<file path="config.mk">
export PLATFORM = sky130hd
export DESIGN_NAME = if_stage_nested_irq_flat
export DESIGN_NICKNAME = d
export VERILOG_FILES = /design/src/rtl/if_stage_nested_irq_if.sv /design/src/rtl/if_stage_nested_irq.sv /design/src/flat_wrapper.sv
export SDC_FILE = /design/constraint.sdc
export NUM_CORES = 1
export LEC_CHECK = 0
export ABC_CLOCK_PERIOD_IN_PS = 5500
export CORE_ASPECT_RATIO = 1.1
export CORE_MARGIN = 2
export CORE_UTILIZATION = 59
export CTS_CLUSTER_DIAMETER = 50
export DETAILED_ROUTE_END_ITERATION = 16
export PLACE_DENSITY = 0.85
export SLEW_MARGIN = 30
export SYNTH_ARGS = -nofsm -noshare
export SYNTH_HDL_FRONTEND = slang
export SYNTH_SLANG_ARGS = --single-unit
export TNS_END_PERCENT = 5
</file>
<file path="constraint.sdc">
create_clock -name clk -period 5.5 [get_ports clk]
set_input_delay 0.825 -clock clk [delete_from_list [all_inputs] [get_ports clk]]
set_output_delay 0.825 -clock clk [all_outputs]
set_load 0.05 [all_outputs]
</file>
<file path="src/rtl/if_stage_nested_irq_if.sv">
// Front-end PC unit bundle: hazard/redirect/irq inputs toward the fetch
// PC unit, and fetch address / irq status outputs back to the pipeline.
// master: hazard unit / pipeline side.  slave: the fetch PC unit.
// Inputs to the unit:  stall, branch_predict/branch_pc, branch_undo/pc_not_taken,
//                      pcr_take/pcr, reti, irq_req[NUM_IRQ]
// Outputs of the unit: mem_addr, pc_plus_4, irq_taken, irq_id, in_isr,
//                      flush, stack_err
interface if_stage_nested_irq_if #(
    parameter int XLEN    = 32,
    parameter int NUM_IRQ = 4,
    parameter int IDW     = (NUM_IRQ > 1) ? $clog2(NUM_IRQ) : 1
);
    logic               stall;
    logic               branch_predict;
    logic [XLEN-1:0]    branch_pc;
    logic               branch_undo;
    logic [XLEN-1:0]    pc_not_taken;
    logic               pcr_take;
    logic [XLEN-1:0]    pcr;
    logic               reti;
    logic [NUM_IRQ-1:0] irq_req;
    logic [XLEN-1:0]    mem_addr;
    logic [XLEN-1:0]    pc_plus_4;
    logic               irq_taken;
    logic [IDW-1:0]     irq_id;
    logic               in_isr;
    logic               flush;
    logic               stack_err;

    modport master (
        output stall, branch_predict, branch_pc,
        output branch_undo, pc_not_taken,
        output pcr_take, pcr, reti, irq_req,
        input  mem_addr, pc_plus_4, irq_taken,
        input  irq_id, in_isr, flush, stack_err
    );

    modport slave (
        input  stall, branch_predict, branch_pc,
        input  branch_undo, pc_not_taken,
        input  pcr_take, pcr, reti, irq_req,
        output mem_addr, pc_plus_4, irq_taken,
        output irq_id, in_isr, flush, stack_err
    );
endinterface

</file>
<file path="src/rtl/if_stage_nested_irq.sv">
// Instruction-fetch PC unit with prioritised, nestable interrupts.
// Ports: clk, rst_n (async, active-low), bus (slave modport of the bundle).
module if_stage_nested_irq #(
    parameter int              XLEN        = 32,
    parameter int              NUM_IRQ     = 4,
    parameter int              STACK_DEPTH = 4,
    parameter logic [XLEN-1:0] RESET_PC    = 32'h0000_0000,
    parameter logic [XLEN-1:0] VEC_BASE    = 32'h0000_1000,
    parameter int              VEC_STRIDE  = 16
) (
    input  logic                clk,
    input  logic                rst_n,
    if_stage_nested_irq_if.slave bus
);
    localparam int IDW = (NUM_IRQ > 1) ? $clog2(NUM_IRQ) : 1;
    localparam int LVW = $clog2(NUM_IRQ + 1);
    localparam int SPW = $clog2(STACK_DEPTH + 1);

    typedef logic [XLEN-1:0] addr_t;
    typedef logic [LVW-1:0]  lvl_t;
    typedef logic [SPW-1:0]  sp_t;

    addr_t              pc_q, pc_d;
    sp_t                sp_q, sp_d;
    lvl_t               lvl_q, lvl_d;
    logic [NUM_IRQ-1:0] pend_q, pend_d;
    addr_t              stk_pc_q  [STACK_DEPTH];
    lvl_t               stk_lvl_q [STACK_DEPTH];

    logic           elig_v;
    logic [IDW-1:0] elig_id;
    addr_t          top_pc;
    lvl_t           top_lvl;
    addr_t          vec;
    logic           stk_empty, stk_full;
    logic           redirect, accept, pop, err;

    // Lowest index wins; only lines strictly above the running level.
    always_comb begin
        elig_v  = 1'b0;
        elig_id = '0;
        for (int i = NUM_IRQ - 1; i >= 0; i--) begin
            if (pend_q[i] && (LVW'(i) < lvl_q)) begin
                elig_v  = 1'b1;
                elig_id = IDW'(i);
            end
        end
    end

    always_comb begin
        top_pc  = '0;
        top_lvl = '0;
        for (int i = 0; i < STACK_DEPTH; i++) begin
            if (SPW'(i + 1) == sp_q) begin
                top_pc  = stk_pc_q[i];
                top_lvl = stk_lvl_q[i];
            end
        end
    end

    assign stk_empty = (sp_q == '0);
    assign stk_full  = (sp_q == SPW'(STACK_DEPTH));
    assign redirect  = bus.branch_undo | bus.pcr_take;
    assign accept    = elig_v & ~bus.stall & ~redirect
                     & ~bus.reti & ~stk_full;
    // A reti shadowed by a redirect is dropped entirely.
    assign pop       = bus.reti & ~redirect & ~stk_empty;
    assign err       = bus.reti & ~redirect & stk_empty;
    assign vec       = VEC_BASE
                     + addr_t'(elig_id) * addr_t'(VEC_STRIDE);

    always_comb begin
        pc_d = pc_q + addr_t'(4);
        if (bus.branch_undo)         pc_d = bus.pc_not_taken;
        else if (bus.pcr_take)       pc_d = bus.pcr;
        else if (pop)                pc_d = top_pc;
        else if (accept)             pc_d = vec;
        else if (bus.stall)          pc_d = pc_q;
        else if (bus.branch_predict) pc_d = bus.branch_pc;
    end

    always_comb begin
        sp_d   = sp_q;
        lvl_d  = lvl_q;
        pend_d = pend_q | bus.irq_req;
        if (accept) begin
            sp_d            = sp_q + SPW'(1);
            lvl_d           = lvl_t'(elig_id);
            pend_d[elig_id] = 1'b0;
        end else if (pop) begin
            sp_d  = sp_q - SPW'(1);
            lvl_d = top_lvl;
        end
    end

    always_ff @(posedge clk or negedge rst_n) begin
        if (!rst_n) begin
            pc_q   <= RESET_PC;
            sp_q   <= '0;
            lvl_q  <= LVW'(NUM_IRQ);
            pend_q <= '0;
            for (int i = 0; i < STACK_DEPTH; i++) begin
                stk_pc_q[i]  <= '0;
                stk_lvl_q[i] <= '0;
            end
        end else begin
            pc_q   <= pc_d;
            sp_q   <= sp_d;
            lvl_q  <= lvl_d;
            pend_q <= pend_d;
            // The interrupted (squashed) pc is saved so it is refetched.
            for (int i = 0; i < STACK_DEPTH; i++) begin
                if (accept && (sp_q == SPW'(i))) begin
                    stk_pc_q[i]  <= pc_q;
                    stk_lvl_q[i] <= lvl_q;
                end
            end
        end
    end

    assign bus.mem_addr  = rst_n ? pc_d : RESET_PC;
    assign bus.pc_plus_4 = pc_q + addr_t'(4);
    assign bus.irq_taken = accept;
    assign bus.irq_id    = accept ? elig_id : '0;
    assign bus.in_isr    = ~stk_empty;
    assign bus.flush     = rst_n & (redirect | accept | pop);
    assign bus.stack_err = rst_n & err;
endmodule

</file>
<file path="src/flat_wrapper.sv">
// flat-port wrapper written by rule: the top's interface ports become plain ports
module if_stage_nested_irq_flat 
#(
    parameter int              XLEN        = 32,
    parameter int              NUM_IRQ     = 4,
    parameter int              STACK_DEPTH = 4,
    parameter logic [XLEN-1:0] RESET_PC    = 32'h0000_0000,
    parameter logic [XLEN-1:0] VEC_BASE    = 32'h0000_1000,
    parameter int              VEC_STRIDE  = 16
)
  (clk, rst_n, bus_stall, bus_branch_predict, bus_branch_pc, bus_branch_undo, bus_pc_not_taken, bus_pcr_take, bus_pcr, bus_reti, bus_irq_req, bus_mem_addr, bus_pc_plus_4, bus_irq_taken, bus_irq_id, bus_in_isr, bus_flush, bus_stack_err);
  if_stage_nested_irq_if #(.XLEN(XLEN), .NUM_IRQ(NUM_IRQ)) bus_i ();
  input  logic clk;
  input  logic rst_n;
  input wire logic [$bits(bus_i.stall)-1:0] bus_stall;
  input wire logic [$bits(bus_i.branch_predict)-1:0] bus_branch_predict;
  input wire logic [$bits(bus_i.branch_pc)-1:0] bus_branch_pc;
  input wire logic [$bits(bus_i.branch_undo)-1:0] bus_branch_undo;
  input wire logic [$bits(bus_i.pc_not_taken)-1:0] bus_pc_not_taken;
  input wire logic [$bits(bus_i.pcr_take)-1:0] bus_pcr_take;
  input wire logic [$bits(bus_i.pcr)-1:0] bus_pcr;
  input wire logic [$bits(bus_i.reti)-1:0] bus_reti;
  input wire logic [$bits(bus_i.irq_req)-1:0] bus_irq_req;
  output wire logic [$bits(bus_i.mem_addr)-1:0] bus_mem_addr;
  output wire logic [$bits(bus_i.pc_plus_4)-1:0] bus_pc_plus_4;
  output wire logic [$bits(bus_i.irq_taken)-1:0] bus_irq_taken;
  output wire logic [$bits(bus_i.irq_id)-1:0] bus_irq_id;
  output wire logic [$bits(bus_i.in_isr)-1:0] bus_in_isr;
  output wire logic [$bits(bus_i.flush)-1:0] bus_flush;
  output wire logic [$bits(bus_i.stack_err)-1:0] bus_stack_err;
  assign bus_i.stall = bus_stall;
  assign bus_i.branch_predict = bus_branch_predict;
  assign bus_i.branch_pc = bus_branch_pc;
  assign bus_i.branch_undo = bus_branch_undo;
  assign bus_i.pc_not_taken = bus_pc_not_taken;
  assign bus_i.pcr_take = bus_pcr_take;
  assign bus_i.pcr = bus_pcr;
  assign bus_i.reti = bus_reti;
  assign bus_i.irq_req = bus_irq_req;
  assign bus_mem_addr = bus_i.mem_addr;
  assign bus_pc_plus_4 = bus_i.pc_plus_4;
  assign bus_irq_taken = bus_i.irq_taken;
  assign bus_irq_id = bus_i.irq_id;
  assign bus_in_isr = bus_i.in_isr;
  assign bus_flush = bus_i.flush;
  assign bus_stack_err = bus_i.stack_err;
  if_stage_nested_irq #(.XLEN(XLEN), .NUM_IRQ(NUM_IRQ), .STACK_DEPTH(STACK_DEPTH), .RESET_PC(RESET_PC), .VEC_BASE(VEC_BASE), .VEC_STRIDE(VEC_STRIDE)) u_core (.clk(clk), .rst_n(rst_n), .bus(bus_i));
endmodule
</file>
* Word-level counts from Yosys, hierarchy flattened
Cells that the tools add are included.
** Operators by class
- Order comparisons :: 6
- Equal/unequal tests :: 8
- Reductions and logical operators :: 11
- Bitwise logic cells :: 20
- Multiplexer cells :: 31
- Add/sub/neg operators :: 4
** Operators by type and width (number)
- $mux W32 :: 11
- $add A32 B3 Y32 const B :: 1
- $mux W3 :: 8
- $add A13 B6 Y14 const A :: 1
- $mux W2 :: 5
- $and A1 B1 Y1 :: 9
- $logic_and A1 B1 Y1 :: 9
- $eq A2 B3 Y1 const A :: 2
- $eq A3 B2 Y1 const B :: 2
- $lt A1 B3 Y1 const A :: 2
- $lt A2 B3 Y1 const A :: 2
- $mux W1 :: 5
- $not A1 Y1 :: 5
- $and A4 B4 Y4 :: 1
- $mux W4 :: 1
- $not A4 Y4 :: 1
- $or A4 B4 Y4 :: 1
- $add A3 B1 Y3 const B :: 1
- $eq A1 B3 Y1 const A :: 1
- $eq A3 B1 Y1 const B :: 1
- $eq A3 B3 Y1 const A :: 1
- $eq A3 B3 Y1 const B :: 1
- $logic_not A3 Y1 :: 1
- $lt A2 B3 Y1 const B :: 1
- 5 further kinds :: 7
** Word-level totals
- Output and inout port bits :: 70
- Register bits after elaboration :: 182

* Longest topological paths before layout
Gate-level depths: netlist (run 1).
- Depth in word-level cells :: 15
- Gate-level depth with buffers :: 12

* Worst setup path after synthesis (run 1)
OpenSTA, ideal clock, no wires.
- Path type :: reg-to-output
- Start point :: register u_core.pc_q[2]
- End point :: output port bus_mem_addr[30]
- Slack :: 0.858 ns
- Stages on the path, launching flop included :: 9
- Arrival time :: 3.817 ns
- Cell sequence :: dfrtp_1 ha_1 nand3_1 clkbuf_1 nor3_1 nand4_1 xnor2_1 a21oi_1 a211oi_1
** On the way
- Cells in the longest elaborated chain, start to end :: 8
** RTL lines
- from (decl) :: line if_stage_nested_irq.sv:23 : addr_t pc_q, pc_d;
- from (signal assigned) :: line if_stage_nested_irq.sv:107 : pc_q <= pc_d;
- $add A32 B3 Y32
- net bus_pc_plus_4[30] :: line flat_wrapper.sv:25 : output wire logic [$bits(bus_i.pc_plus_4)-1:0] bus_pc_plus_4;
- $mux W32 :: line if_stage_nested_irq.sv:79 : else if (bus.branch_predict) pc_d = bus.branch_pc;
- $mux W32 :: line if_stage_nested_irq.sv:78 : else if (bus.stall) pc_d = pc_q;
- $mux W32 :: line if_stage_nested_irq.sv:77 : else if (accept) pc_d = vec;
- $mux W32 :: line if_stage_nested_irq.sv:76 : else if (pop) pc_d = top_pc;
- $mux W32 :: line if_stage_nested_irq.sv:75 : else if (bus.pcr_take) pc_d = bus.pcr;
- $mux W32 :: line if_stage_nested_irq.sv:74 : if (bus.branch_undo) pc_d = bus.pc_not_taken;
- $mux W32 :: line if_stage_nested_irq.sv:121 : assign bus.mem_addr = rst_n ? pc_d : RESET_PC;
- to (decl) :: line flat_wrapper.sv:24 : output wire logic [$bits(bus_i.mem_addr)-1:0] bus_mem_addr;
The timed path passes the listed nets, and every way through them passes these cells.

* Worst setup path after layout (run 1)
- Start point :: input port bus_pcr_take
- End point :: output port bus_mem_addr[21]
** On the way
- Cells in the longest elaborated chain, start to end :: 10
- Elaborated cells between the ends (all ways) :: 12
** RTL lines
- from (decl) :: line flat_wrapper.sv:20 : input wire logic [$bits(bus_i.pcr_take)-1:0] bus_pcr_take;
- $or A1 B1 Y1 :: line if_stage_nested_irq.sv:63 : assign redirect = bus.branch_undo | bus.pcr_take;
- $not A1 Y1 :: line if_stage_nested_irq.sv:64, if_stage_nested_irq.sv:67
- $and A1 B1 Y1 :: line if_stage_nested_irq.sv:64 : assign accept = elig_v & ~bus.stall & ~redirect
- $and A1 B1 Y1 (2 in a row) :: line if_stage_nested_irq.sv:65 : & ~bus.reti & ~stk_full;
- $mux W32 :: line if_stage_nested_irq.sv:77
- $mux W32 :: line if_stage_nested_irq.sv:76
- $mux W32 * :: line if_stage_nested_irq.sv:75
- $mux W32 * :: line if_stage_nested_irq.sv:74
- net u_core.pc_d[21] :: line if_stage_nested_irq.sv:23
- $mux W32 * :: line if_stage_nested_irq.sv:121
The timed path passes the listed nets; every way through them passes the cells marked *.

==> results of run 1 <==
worst reg2reg max path, cell delays in order (launching register included):
cell,delay [ns]
dfrtp_1,0.41
inv_1,0.11
ha_1,0.41
and2_1,0.28
or4_4,0.47
nor2_4,0.37
nand2_1,0.53
buf_4,0.45
mux2_2,0.34
layer usage:
| metal | up-vias | GRT usage | share of wire |
|---|---|---|---|
| met5 | - | 0 | 0 |
| met4 | 0 | 0.1892 | 0.042 |
| met3 | 152 | 0.08595 | 0.12 |
| met2 | 849 | 0.5891 | 0.47 |
| met1 | 4891 | 0.4806 | 0.37 |
| li1 | 4287 | - | - |
cells in the mapped netlist (16+ instances only):
cell type / n
nand3_1: 20
clkbuf_1: 70
a22oi_1: 31
mux2_4: 20
nor3_1: 17
o21ai_0: 73
nand2_1: 93
a21oi_1: 81
inv_1: 16
buf_2: 19
dfrtp_1: 181
nor2_1: 41
xnor2_1: 16
o22ai_1: 21
a221oi_1: 19
mux2_2: 84
and2_1: 26
cell type report:
cell class                 instances  area (um^2)  area share
sequential                       182         4556      0.3414
timing repair buffer             210         2278      0.1707
clock buffer                      18        439.2     0.03291
inverter                          19        71.32    0.005344
clock inverter                    14        142.6     0.01069
multi-input combinational        785         5560      0.4167
tap                              238        297.8     0.02231
worst max path at each step:
stage | to | slack [ns] | start | depth (start not counted)
after floorplan | bus_mem_addr[30] | 0.86 | u_core.pc_q[2] | 8
after global placement | bus_mem_addr[24] | 0.68 | bus_pcr_take | 7
after detailed placement | bus_mem_addr[24] | 0.65 | bus_pcr_take | 7
after CTS | bus_mem_addr[24] | 0.65 | bus_pcr_take | 7
after global routing | bus_mem_addr[24] | 0.52 | bus_pcr_take | 7
final | bus_mem_addr[21] | 0.51 | bus_pcr_take | 9
flip-flops by register name, indices dropped and copies added (netlist names):
name / cells
u_core.stk_pc_q: 128
u_core.pend_q: 4
u_core.sp_q: 3
u_core.pc_q: 32
u_core.stk_lvl_q: 12
u_core.lvl_q: 3
report_power, final:
group	total, mW	internal [mW]	switching (mW)
combinational	2.10	0.868	1.24
sequential	2.12	1.77	0.350
clock	1.22	0.648	0.571
total	5.44	3.29	2.16
through the flow:
step,instances,hold slack [ns]
after detailed placement,1434,0.4701
final,1466,0.2757
after global routing,1466,0.2740
after floorplan,1096,0.4413
after global placement,1434,0.4597
after CTS,1466,0.2740
cell families after synthesis:
group,after synthesis
compound gates,352
xor+xnor,27
fa+ha+maj,7
buf+inv,129
flops,182
mux,114
simple gates,285
==> impl_metrics.tcl, run 1 <==
set metrics [dict create \
    final_area_mm2 0.01335 \
    r2r-end "u_core.stk_pc_q[23]" \
    diodes 0 \
    drive_gt1_frac 0.1954 \
    firstDrtPassIters 7 \
    postCtsResizedCells 0 \
    initial_core_util 0.6014 \
    slew_headroom 0.3362 \
    drc 0 \
    synth_cell_types 83 \
    grt_start_max_net_pins 69 \
    avgViaCountPerCell 6.943 \
    max_freq_ghz 0.2005 \
    dr_total_vias 10180 \
    clock-sinks 182 \
    cts_buffer_depth 2 \
    cp_slowest_cell "clkdlybuf4s50_1" \
    syn_inst 1096 \
    end_kind "output pin" \
    grt_pass1_wl_um 56100 \
    crit_type "input pin to output pin" \
    numCtsBuffers 17 \
    synthesis.area_mm2 0.01067 \
    drtIter0Drc 1463 \
    ys.flop_type "dfrtp_1" \
    syn_nets 1210 \
    drt-total-wl_um 35820 \
    r2r_cells 8 \
    die-height_um 145.0 \
    ys_ff_latch 182 \
    fin_ws_ns 0.5135 \
    rrSetupSlack_ns 2.03 \
    synth_async_sr_flop_share 1.000 \
    min_period_ns 4.986 \
    fp.dieW_um 132.2 \
    synth-simple-area-share 0.1393 \
    cts_tree "done" \
    num_rows 51 \
    r2r-start "u_core.sp_q[0]" \
    layout_commonest_cell "dfrtp_1" \
    ctsHoldBuffers 0 \
    drv_cap 0 \
    num_io_pins 177 \
    rsz0062_at_grt "false" \
    grt.overflow.total 0 \
    htreeDepth 4 \
    total_power_mw 5.445 \
    fin_worst_skew_ns 0.01227 \
    hold_class "input pin to asynchronous set/reset pin" \
    ys_seq_area_frac 0.4270 \
    critPathMaxFanout 12 \
    worst-path-buf-inv 3 \
    utilization 0.7523 \
    cp.required_ns 4.68 \
    tightest_slew_ns 0.9935 \
    cts.clk_slew.worst_paths_ns 0.07 \
    synth_top_area_share 0.4245 \
    path_cells "clkdlybuf4s50_1 > nor2_1 > nand3_1 > buf_4 > o41ai_1 > nand2_1 > o21ai_0 > and2_1 > buf_12" \
    syn_area_per_cell_um2 9.734 \
    leakagePower_nw 5.742 \
    synthAdderAreaFrac 0.008209 \
    power-per-cell-area_mw_per_mm2 408.0 \
    yosysWarnings 0 \
    syn_to_final_growth_pct 25.09 \
    core_area_mm2 0.01774 \
    drtAntennaViolNets 0 \
    placed_area_mm2 0.01276 \
    first_global_vias 10250 \
    start_kind "input pin" \
    synth_edf_count 0 \
    dieArea_mm2 0.01918 \
    peakVddDrop_mv 0.3129 \
    fin_crit_sh 0.9066 \
    final_net_count 1329 \
    synth_xor_xnor_area_share 0.02216 \
    cpPeakStageDelay_ns 0.76 \
    setup_violations 0 \
    wire_per_inst_um 24.43 \
    slew_violations 0 \
    clk_latency_ns 0.44 \
    synth_compound_area_frac 0.2222 \
    antenna_found_initial 0 \
    place.gp.congestion 0.8799 \
    synthMuxAreaShare 0.1271 \
    finalHoldViolCount 0 \
    synth_top_cell_by_area "dfrtp_1" \
    post_cts_buffers 0 \
    place_ws_ns 0.6497 \
    status "complete, no violations" \
    mostFrequentLayoutCells "dfrtp_1 (181), clkdlybuf4s50_1 (140), nand2_1 (93)" \
    track_usage 0.3724 \
    hpwl_um 23680 \
    num-fill-cells 1215 \
    numPortBuffers 176 \
    synthTopCellsByArea "dfrtp_1 (42%), mux2_2 (8.9%), a21oi_1 (3.8%)" \
    fin_tns_setup_ns 0 \
    crit_family "simple AND/OR/NAND/NOR gates" \
    synth_top_family_by_area "compound AO/OA/AOI/OAI gates" \
    critical_path_arrival_ns 4.16 \
    cts-root-buf "clkbuf_16" \
]
No activity file was read; power rests on OpenSTA's default activity.
==> run 2, diff against run 1 <==
- GPL_TIMING_DRIVEN: unset -> 0
==> impl_metrics.tcl, run 2 (same netlist as run 1, synthesis figures left out) <==
set metrics [dict create \
    max_freq_ghz 0.1770 \
    first_global_vias 10680 \
    num_rows 51 \
    crit_family "buffers and inverters" \
    grt_pass1_wl_um 61890 \
    clk_latency_ns 0.45 \
    crit_type "flop to output pin" \
    path_cells "clkbuf_1 > clkbuf_2 > inv_1 > ha_1 > or2_2 > clkbuf_1 > clkbuf_1 > o21ai_0 > a221oi_1 > a21oi_1 > and2_1 > clkdlybuf4s50_1" \
    cts_tree "done" \
    dieArea_mm2 0.01918 \
    largestRegisters "u_core.stk_pc_q x128, u_core.pc_q x32, u_core.stk_lvl_q x12" \
    violations "setup timing" \
    post_cts_buffers 0 \
    antenna_found_initial 0 \
    hpwl_um 29090 \
    drtIter0Drc 1558 \
    diodes 0 \
    cp.depth 12 \
    htreeDepth 4 \
    switching_share 0.4073 \
    rrSetupSlack_ns 1.56 \
    place_ws_ns -0.4754 \
    cp.required_ns 4.68 \
    hold_class "input pin to asynchronous set/reset pin" \
    critPathMaxFanout 10 \
    end_kind "output pin" \
    place.gp.congestion 0.9773 \
    drtAntennaViolNets 0 \
    drive_gt1_frac 0.1654 \
    use_met1 0.5239 \
    fin_crit_sh 1.027 \
    comb_power_share 0.410 \
    final_area_mm2 0.01340 \
    numPortBuffers 175 \
    die-height_um 145.0 \
    leakagePower_nw 5.800 \
    crit_start "u_core.sp_q[2]" \
    mostFrequentLayoutCells "dfrtp_1 (181), clkdlybuf4s50_1 (164), nand2_1 (93)" \
    slew_headroom 0.2554 \
    syn_to_final_growth_pct 25.64 \
    crit_path_end "bus_mem_addr[18]" \
    core_area_mm2 0.01774 \
    drt-total-wl_um 41890 \
    cpPeakStageDelay_ns 0.80 \
    rsz0062_at_grt "true" \
    pwr-share-seq 0.370 \
    crit_top_cell "clkbuf_1" \
    track_usage 0.4290 \
    drc 0 \
    utilization 0.7556 \
    r2r-start "u_core.sp_q[2]" \
    power-per-cell-area_mw_per_mm2 412.0 \
    grt_use_met2 0.6438 \
    peakVddDrop_mv 0.2657 \
    status "finished with violations" \
    fp.dieW_um 132.2 \
    num_io_pins 177 \
    final_net_count 1407 \
    netSwitchingPower_mw 2.250 \
    wire_per_inst_um 27.13 \
    worst-path-buf-inv 6 \
    cts_buffer_depth 2 \
    cp_slowest_cell "clkdlybuf4s50_1" \
    fin_ws_ns -0.1482 \
    clkPwrFrac 0.220 \
    tightest_slew_ns 1.113 \
    min_period_ns 5.648 \
    clock-sinks 182 \
    slew_violations 0 \
    avgViaCountPerCell 6.977 \
    r2r_cells 12 \
    grt.overflow.total 0 \
    layout_commonest_cell "dfrtp_1" \
    numCtsBuffers 17 \
    finalHoldViolCount 0 \
    start_kind "flop" \
    cts.clk_slew.worst_paths_ns 0.07 \
    placed_area_mm2 0.01279 \
    critical_path_arrival_ns 4.82 \
    drv_cap 0 \
    firstDrtPassIters 6 \
    use_met3 0.1572 \
    dr_total_vias 10770 \
    largest_reg_flops 128 \
    fin_worst_skew_ns 0.01506 \
    initial_core_util 0.6014 \
    num-fill-cells 1300 \
    cts-root-buf "clkbuf_16" \
    largest_register "u_core.stk_pc_q" \
    setup_violations 12 \
    p_int_mw 3.273 \
    grt_start_max_net_pins 86 \
    grt-busiest-layer "met2" \
    r2r-end "u_core.pc_q[22]" \
]
==> run 2: through the flow <==
step	hold slack, ns	power (mW)	std cells	TNS [ns]
finish	0.2148	5.523	1544	-0.8429
global route	0.2187	5.682	1544	-0.7459
CTS	0.2169	5.402	1544	0
detailed placement	0.4640	4.199	1512	-2.592
global placement	0.4590	4.111	1509	-900.25
floorplan	0.4413	3.400	1096	0
==> run 2: final cells by class <==
class | instances | area [um^2] | area share
Clock buffer | 21 | 470.5 | 0.03510
Inverter | 19 | 75.07 | 0.005601
Multi-Input combinational cell | 785 | 5562 | 0.4149
Buffer | 110 | 516.7 | 0.03855
Sequential cell | 182 | 4556 | 0.3399
Tap cell | 238 | 297.8 | 0.02222
Clock inverter | 11 | 100.1 | 0.007468
Timing Repair Buffer | 178 | 1827 | 0.1363
==> run 2: timing repair <==
item	in CTS	in global routing
pin swaps	0	0
hold buffers	0	0
endpoints found under the hold margin	0	0
setup endpoints to repair	30	19
gates resized for setup	15	12
==> run 2: how the worst min path moves through the flow <==
stage	from	endpoint	slack [ns]	depth (start not counted)
floorplan	u_core.stk_pc_q[61]	u_core.stk_pc_q[61]	0.44	2
global placement	u_core.stk_pc_q[93]	u_core.stk_pc_q[93]	0.46	2
detailed placement	u_core.stk_pc_q[93]	u_core.stk_pc_q[93]	0.46	2
CTS	rst_n	u_core.stk_pc_q[59]	0.22	1
global route	rst_n	u_core.stk_pc_q[59]	0.22	1
finish	rst_n	u_core.stk_pc_q[59]	0.21	1
==> run 2: layer usage <==
metal  wire length, um  part of all wire
met3              5968              0.14
met4              2941             0.070
met5                 0                 0
met2             18490              0.44
met1             14490              0.35
==> run 2: power groups by stage <==
stage / sequential [mW] / combinational, mW / clock, mW
2_1_floorplan: 1.96 / 1.44 / 0
3_3_place_gp: 2.02 / 2.09 / 0
3_5_place_dp: 2.04 / 2.16 / 0
4_1_cts: 2.02 / 2.18 / 1.20
5_1_grt: 2.08 / 2.35 / 1.25
6_report: 2.04 / 2.26 / 1.21
==> run 3, diff against run 2 <==
==> constraint.sdc (replaced) <==
create_clock -name clk -period 5.5 [get_ports clk]
set_input_delay 1.1 -clock clk [delete_from_list [all_inputs] [get_ports clk]]
set_output_delay 1.1 -clock clk [all_outputs]
set_load 0.05 [all_outputs]
==> impl_metrics.tcl, run 3 (same netlist as run 1, synthesis figures left out) <==
set metrics [dict create \
    grt.overflow.total 0 \
    largest_register "u_core.stk_pc_q" \
    final_net_count 1407 \
    hold_ws_ns 0.4838 \
    drv_cap 0 \
    post_cts_buffers 0 \
    slew_headroom 0.3680 \
    hp-start "u_core.stk_pc_q[43]" \
    cp.required_ns 4.40 \
    track_usage 0.4290 \
    clock-sinks 182 \
    place_ws_ns -0.8111 \
    cts_buffer_depth 2 \
    cts_tree "done" \
    switching_share 0.4068 \
    rrSetupSlack_ns 1.80 \
    end_kind "output pin" \
    initial_core_util 0.6014 \
    holdPathStages 2 \
    die-height_um 145.0 \
    drc 0 \
    netSwitchingPower_mw 2.245 \
    max_freq_ghz 0.1778 \
    stdcell_count 1544 \
    syn_to_final_growth_pct 25.87 \
    clk_latency_ns 0.45 \
    dr_total_vias 10730 \
    rsz0062_at_grt "true" \
    fp.dieW_um 132.2 \
    dpl.cell_count 1512 \
    cts.clk_slew.worst_paths_ns 0.06 \
    fin_crit_sh 1.023 \
    postCtsResizedCells 46 \
    pwr-share-seq 0.370 \
    tightest_slew_ns 0.9480 \
    dieArea_mm2 0.01918 \
    fin_ws_ns -0.1251 \
    finalHoldViolCount 0 \
    fin_worst_skew_ns 0.01709 \
    comb_power_share 0.410 \
    htreeDepth 4 \
    first_global_vias 10670 \
    total_power_mw 5.517 \
    numPortBuffers 175 \
    antenna_found_initial 0 \
    drtAntennaViolNets 0 \
    drt-total-wl_um 41530 \
    layout_commonest_cell "dfrtp_1" \
    setup_violations 5 \
    hold_class "flop to flop" \
    wire_per_inst_um 26.90 \
    power-per-cell-area_mw_per_mm2 410.8 \
    mostFrequentLayoutCells "dfrtp_1 (181), clkdlybuf4s50_1 (148), nand2_1 (93)" \
    numCtsBuffers 17 \
    status "finished with violations" \
    violations "setup timing" \
    slew_violations 0 \
    hold_end "u_core.stk_pc_q[43]" \
    peakVddDrop_mv 0.2619 \
    grt_pass1_wl_um 61930 \
    num-fill-cells 1296 \
    firstDrtPassIters 9 \
    r2r-end "u_core.pc_q[22]" \
    min_period_ns 5.625 \
    core_area_mm2 0.01774 \
    start_kind "input pin" \
    critical_path_arrival_ns 4.53 \
    hpwl_um 29090 \
    grt_start_max_net_pins 86 \
    p_int_mw 3.273 \
    leakagePower_nw 5.914 \
    critPathMaxFanout 10 \
    largestRegisters "u_core.stk_pc_q x128, u_core.pc_q x32, u_core.stk_lvl_q x12" \
    num_io_pins 177 \
    clkPwrFrac 0.219 \
    r2r-start "u_core.sp_q[2]" \
    cts-root-buf "clkbuf_16" \
    diodes 0 \
    drtIter0Drc 1552 \
    ctsHoldBuffers 0 \
    largest_reg_flops 128 \
    r2r_cells 12 \
    num_rows 51 \
    place.gp.congestion 0.9773 \
    drive_gt1_frac 0.1830 \
    avgViaCountPerCell 6.948 \
    crit_type "input pin to output pin" \
]
-- run 3: worst max-delay path, stage by stage --
cell and delay, ns:
clkdlybuf4s50_1 0.58, clkbuf_1 0.58, buf_2 0.51, nor2_1 0.08
o21ai_0 0.24, nand2_1 0.10, a211oi_1 0.28, o21ai_1 0.16
and2_1 0.18, clkdlybuf4s50_1 0.70
-- run 3: worst max path at each step --
| stage | startpoint | to | slack (ns) | cells past startpoint |
|---|---|---|---|---|
| floorplan | bus_branch_undo | bus_mem_addr[5] | 0.56 | 7 |
| global route | u_core.sp_q[2] | bus_mem_addr[22] | -0.10 | 13 |
| finish | bus_branch_predict | bus_mem_addr[31] | -0.13 | 10 |
| detailed placement | bus_stall | bus_mem_addr[7] | -0.81 | 8 |
| global placement | rst_n | bus_mem_addr[30] | -6.01 | 5 |
| CTS | bus_branch_undo | bus_mem_addr[30] | -0.17 | 9 |
-- run 3: cell type report --
cell class	count	area (um^2)	area share
flip-flops and latches	182	4556	0.3392
clock buffers	21	470.5	0.03503
inverters	19	72.57	0.005404
multi-input cells	785	5588	0.4161
clock inverters	11	100.1	0.007454
repair buffers	178	1804	0.1344
plain buffers	110	540.5	0.04025
well taps	238	297.8	0.02217
-- run 3: power by group through the flow --
stage / registers [mW] / clock network (mW) / logic [mW]
2_1_floorplan: 1.96 / 0 / 1.44
3_3_place_gp: 2.02 / 0 / 2.09
3_5_place_dp: 2.04 / 0 / 2.16
4_1_cts: 2.02 / 1.20 / 2.18
5_1_grt: 2.08 / 1.25 / 2.36
6_report: 2.04 / 1.21 / 2.26
-- run 3: metrics by stage --
stage / cell area (um^2) / util / TNS, ns
after global routing: 13430 / 0.7570 / -0.3563
after detailed placement: 12790 / 0.7210 / -14.16
after global placement: 12720 / 0.7170 / -969.00
after CTS: 13390 / 0.7548 / -0.2984
final: 13430 / 0.7570 / -0.3682
after floorplan: 10670 / - / 0
-- run 3: per-layer routing --
layer | GRT usage | share of wire | vias up | routed length (um)
met3 | 0.1534 | 0.14 | 234 | 5698
met5 | 0 | 0 | - | 0
met1 | 0.5232 | 0.35 | 5107 | 14570
li1 | - | - | 4435 | -
met2 | 0.6438 | 0.44 | 952 | 18370
met4 | 0.2780 | 0.070 | 0 | 2894
==> patch: new RTL, settings of run 1 <==
Make the reset (`rst_n`) synchronous in one clocked block. Comments in the files are not updated.
--- a/src/rtl/if_stage_nested_irq.sv
+++ b/src/rtl/if_stage_nested_irq.sv
@@ -94,5 +94,5 @@
     end
 
-    always_ff @(posedge clk or negedge rst_n) begin
+    always_ff @(posedge clk) begin
         if (!rst_n) begin
             pc_q   <= RESET_PC;
Behaviour: differs if rst_n is asserted again (counterexample within 4 cycles, from zero or initial values and one cycle with rst_n low); with rst_n held inactive, the same outputs for 4 cycles.
==> patch against run 1 <==
Die area decreased by 8.3%. Worst setup slack got worse by 0.086 ns. Sequential share of layout area increased by 6.6 points. Clock skew decreased by 0.0049 ns. Final area decreased by 7.1%. Fmax decreased by 1.7%. Hold slack improved by 0.28 ns. Cell count decreased by 11%. Core utilization increased by 1.1 points. Wire length decreased by 3.6%. Sequential cell count unchanged. Synthesized area decreased by 8.6%. Critical path type unchanged. Highest routed layer unchanged.
Power is not compared: it rests on default switching activity, and its combinational part moved more than twofold at a synthesized area within 25%.
==> patch: results (changes against run 1) <==
Clock Skews 0.00738 ns (was 0.0123 ns); via count 9246 (was 10.2k); number of distinct library cells after synthesis 68 (was 83); CP max FO 20 (was 12); cts repair resizes 0 (unchanged); Crit path arrival time 4.25 ns (was 4.16 ns); Synth area leaders edfxtp_1 (43%), dfxtp_1 (8.6%), and2_1 (8.1%) (was dfrtp_1 (42%), mux2_2 (8.9%), a21oi_1 (3.8%)); Post-synth EDFFs 140 (was 0); met1 wire length 11700 um (was 13200 um); dpl hpwl 22700 um (was 23700 um); wire per inst 26.4 um (was 24.4 um); worst min-delay path class reg -> reg (was in -> async); gr usage total 39.3% (was 37.2%); ys async rst share 0% (was 100%); Synth Warn # 0 (unchanged); Starting DRT DRC Count 1421 (was 1463); largest net degree at the start of global routing 34 (was 69); pre-CTS WS 0.668 ns (was 0.650 ns); Mapped Avg Cell Area 10.2 sq um (was 9.73 sq um); DRT Pass-1 Iters 6 (was 7); nets 1202 (was 1329); fraction of layout cells with a size suffix above 1 10.6% (was 19.5%); register area share after synthesis 51.7% (was 42.7%); Synth Net Count 1068 (was 1210); ys flop type edfxtp_1 (was dfrtp_1); vias per cell 7.09 (was 6.94); met2 routed WL 16500 um (was 16900 um); global-route wire length before repair 52400 um (was 56100 um); Syn-to-layout area delta 27.1% (was 25.1%); fill cell count 1113 (was 1215); metal3 WL 4350 um (was 4210 um); Post-synth top cells edfxtp_1 (140), and2_1 (127), o21ai_0 (61), clkbuf_1 (57), nand2_1 (56) (was dfrtp_1 (181), nand2_1 (93), mux2_2 (84), a21oi_1 (81), o21ai_0 (73)); CTS HTree Levels 4 (unchanged); Worst-Skew Late Latency roughly 0.45 ns; status complete, no violations (unchanged); Least-Margin Pin Slew 1.08 ns (was 0.993 ns); CP max stage delay 0.70 ns (was 0.76 ns); gpl congestion 0.964 (was 0.880); placed instance count 1273 (was 1434)
## patch: cell types whose count changed after synthesis, sizes merged, moves of 12 or more
cell    delta
buf       -12
nand2     -37
edfxtp   +140
dfxtp     +42
o21ai     -16
a21oi     -26
nor3      +13
mux2     -112
o22ai     -14
dfrtp    -181
and2     +102
o221ai    +30
## patch: where the power goes
group,internal (mW),switching [mW]
clock network,0.582,0.570
logic,0.263,0.409
registers,1.54,0.0706
## patch: worst paths after layout
path	endpoint	depth (start not counted)	slack (ns)	from
setup / recovery	bus_mem_addr[1]	8	0.43	bus_pcr_take
hold / removal	u_core.pend_q[2]$_SDFF_PN0_	2	0.55	u_core.pend_q[2]$_SDFF_PN0_
setup reg to reg	u_core.stk_pc_q[2][9]$_SDFFCE_PN0P_	9	1.48	u_core.sp_q[1]$_SDFFE_PN0P_
hold reg to reg	u_core.pend_q[2]$_SDFF_PN0_	2	0.55	u_core.pend_q[2]$_SDFF_PN0_
## patch: cells by family (layout without fill, tap and decap cells)
group | after synthesis | count (layout) | synth area share, %
compound gates | 277 | 277 | 19.8
xor+xnor | 30 | 30 | 2.69
fa+ha+maj | 7 | 7 | 0.898
buf+inv | 105 | 252 | 4.71
flops | 182 | 182 | 51.7
mux | 6 | 6 | 0.616
simple gates | 347 | 347 | 19.5
## patch: cell type report
cell class | instances | area share (%)
clock buffer | 18 | 3.46
tap | 204 | 2.06
timing repair buffer | 203 | 17.9
inverter | 17 | 0.515
multi-input combinational | 667 | 34.5
sequential | 182 | 40.7
clock inverter | 14 | 0.828
## patch: metal layers
metal / global-route usage (%) / vias up
li1: - / 3856
met5: 0 / -
met1: 48.2 / 4383
met3: 9.53 / 188
met2: 63.3 / 819
met4: 22.8 / 0
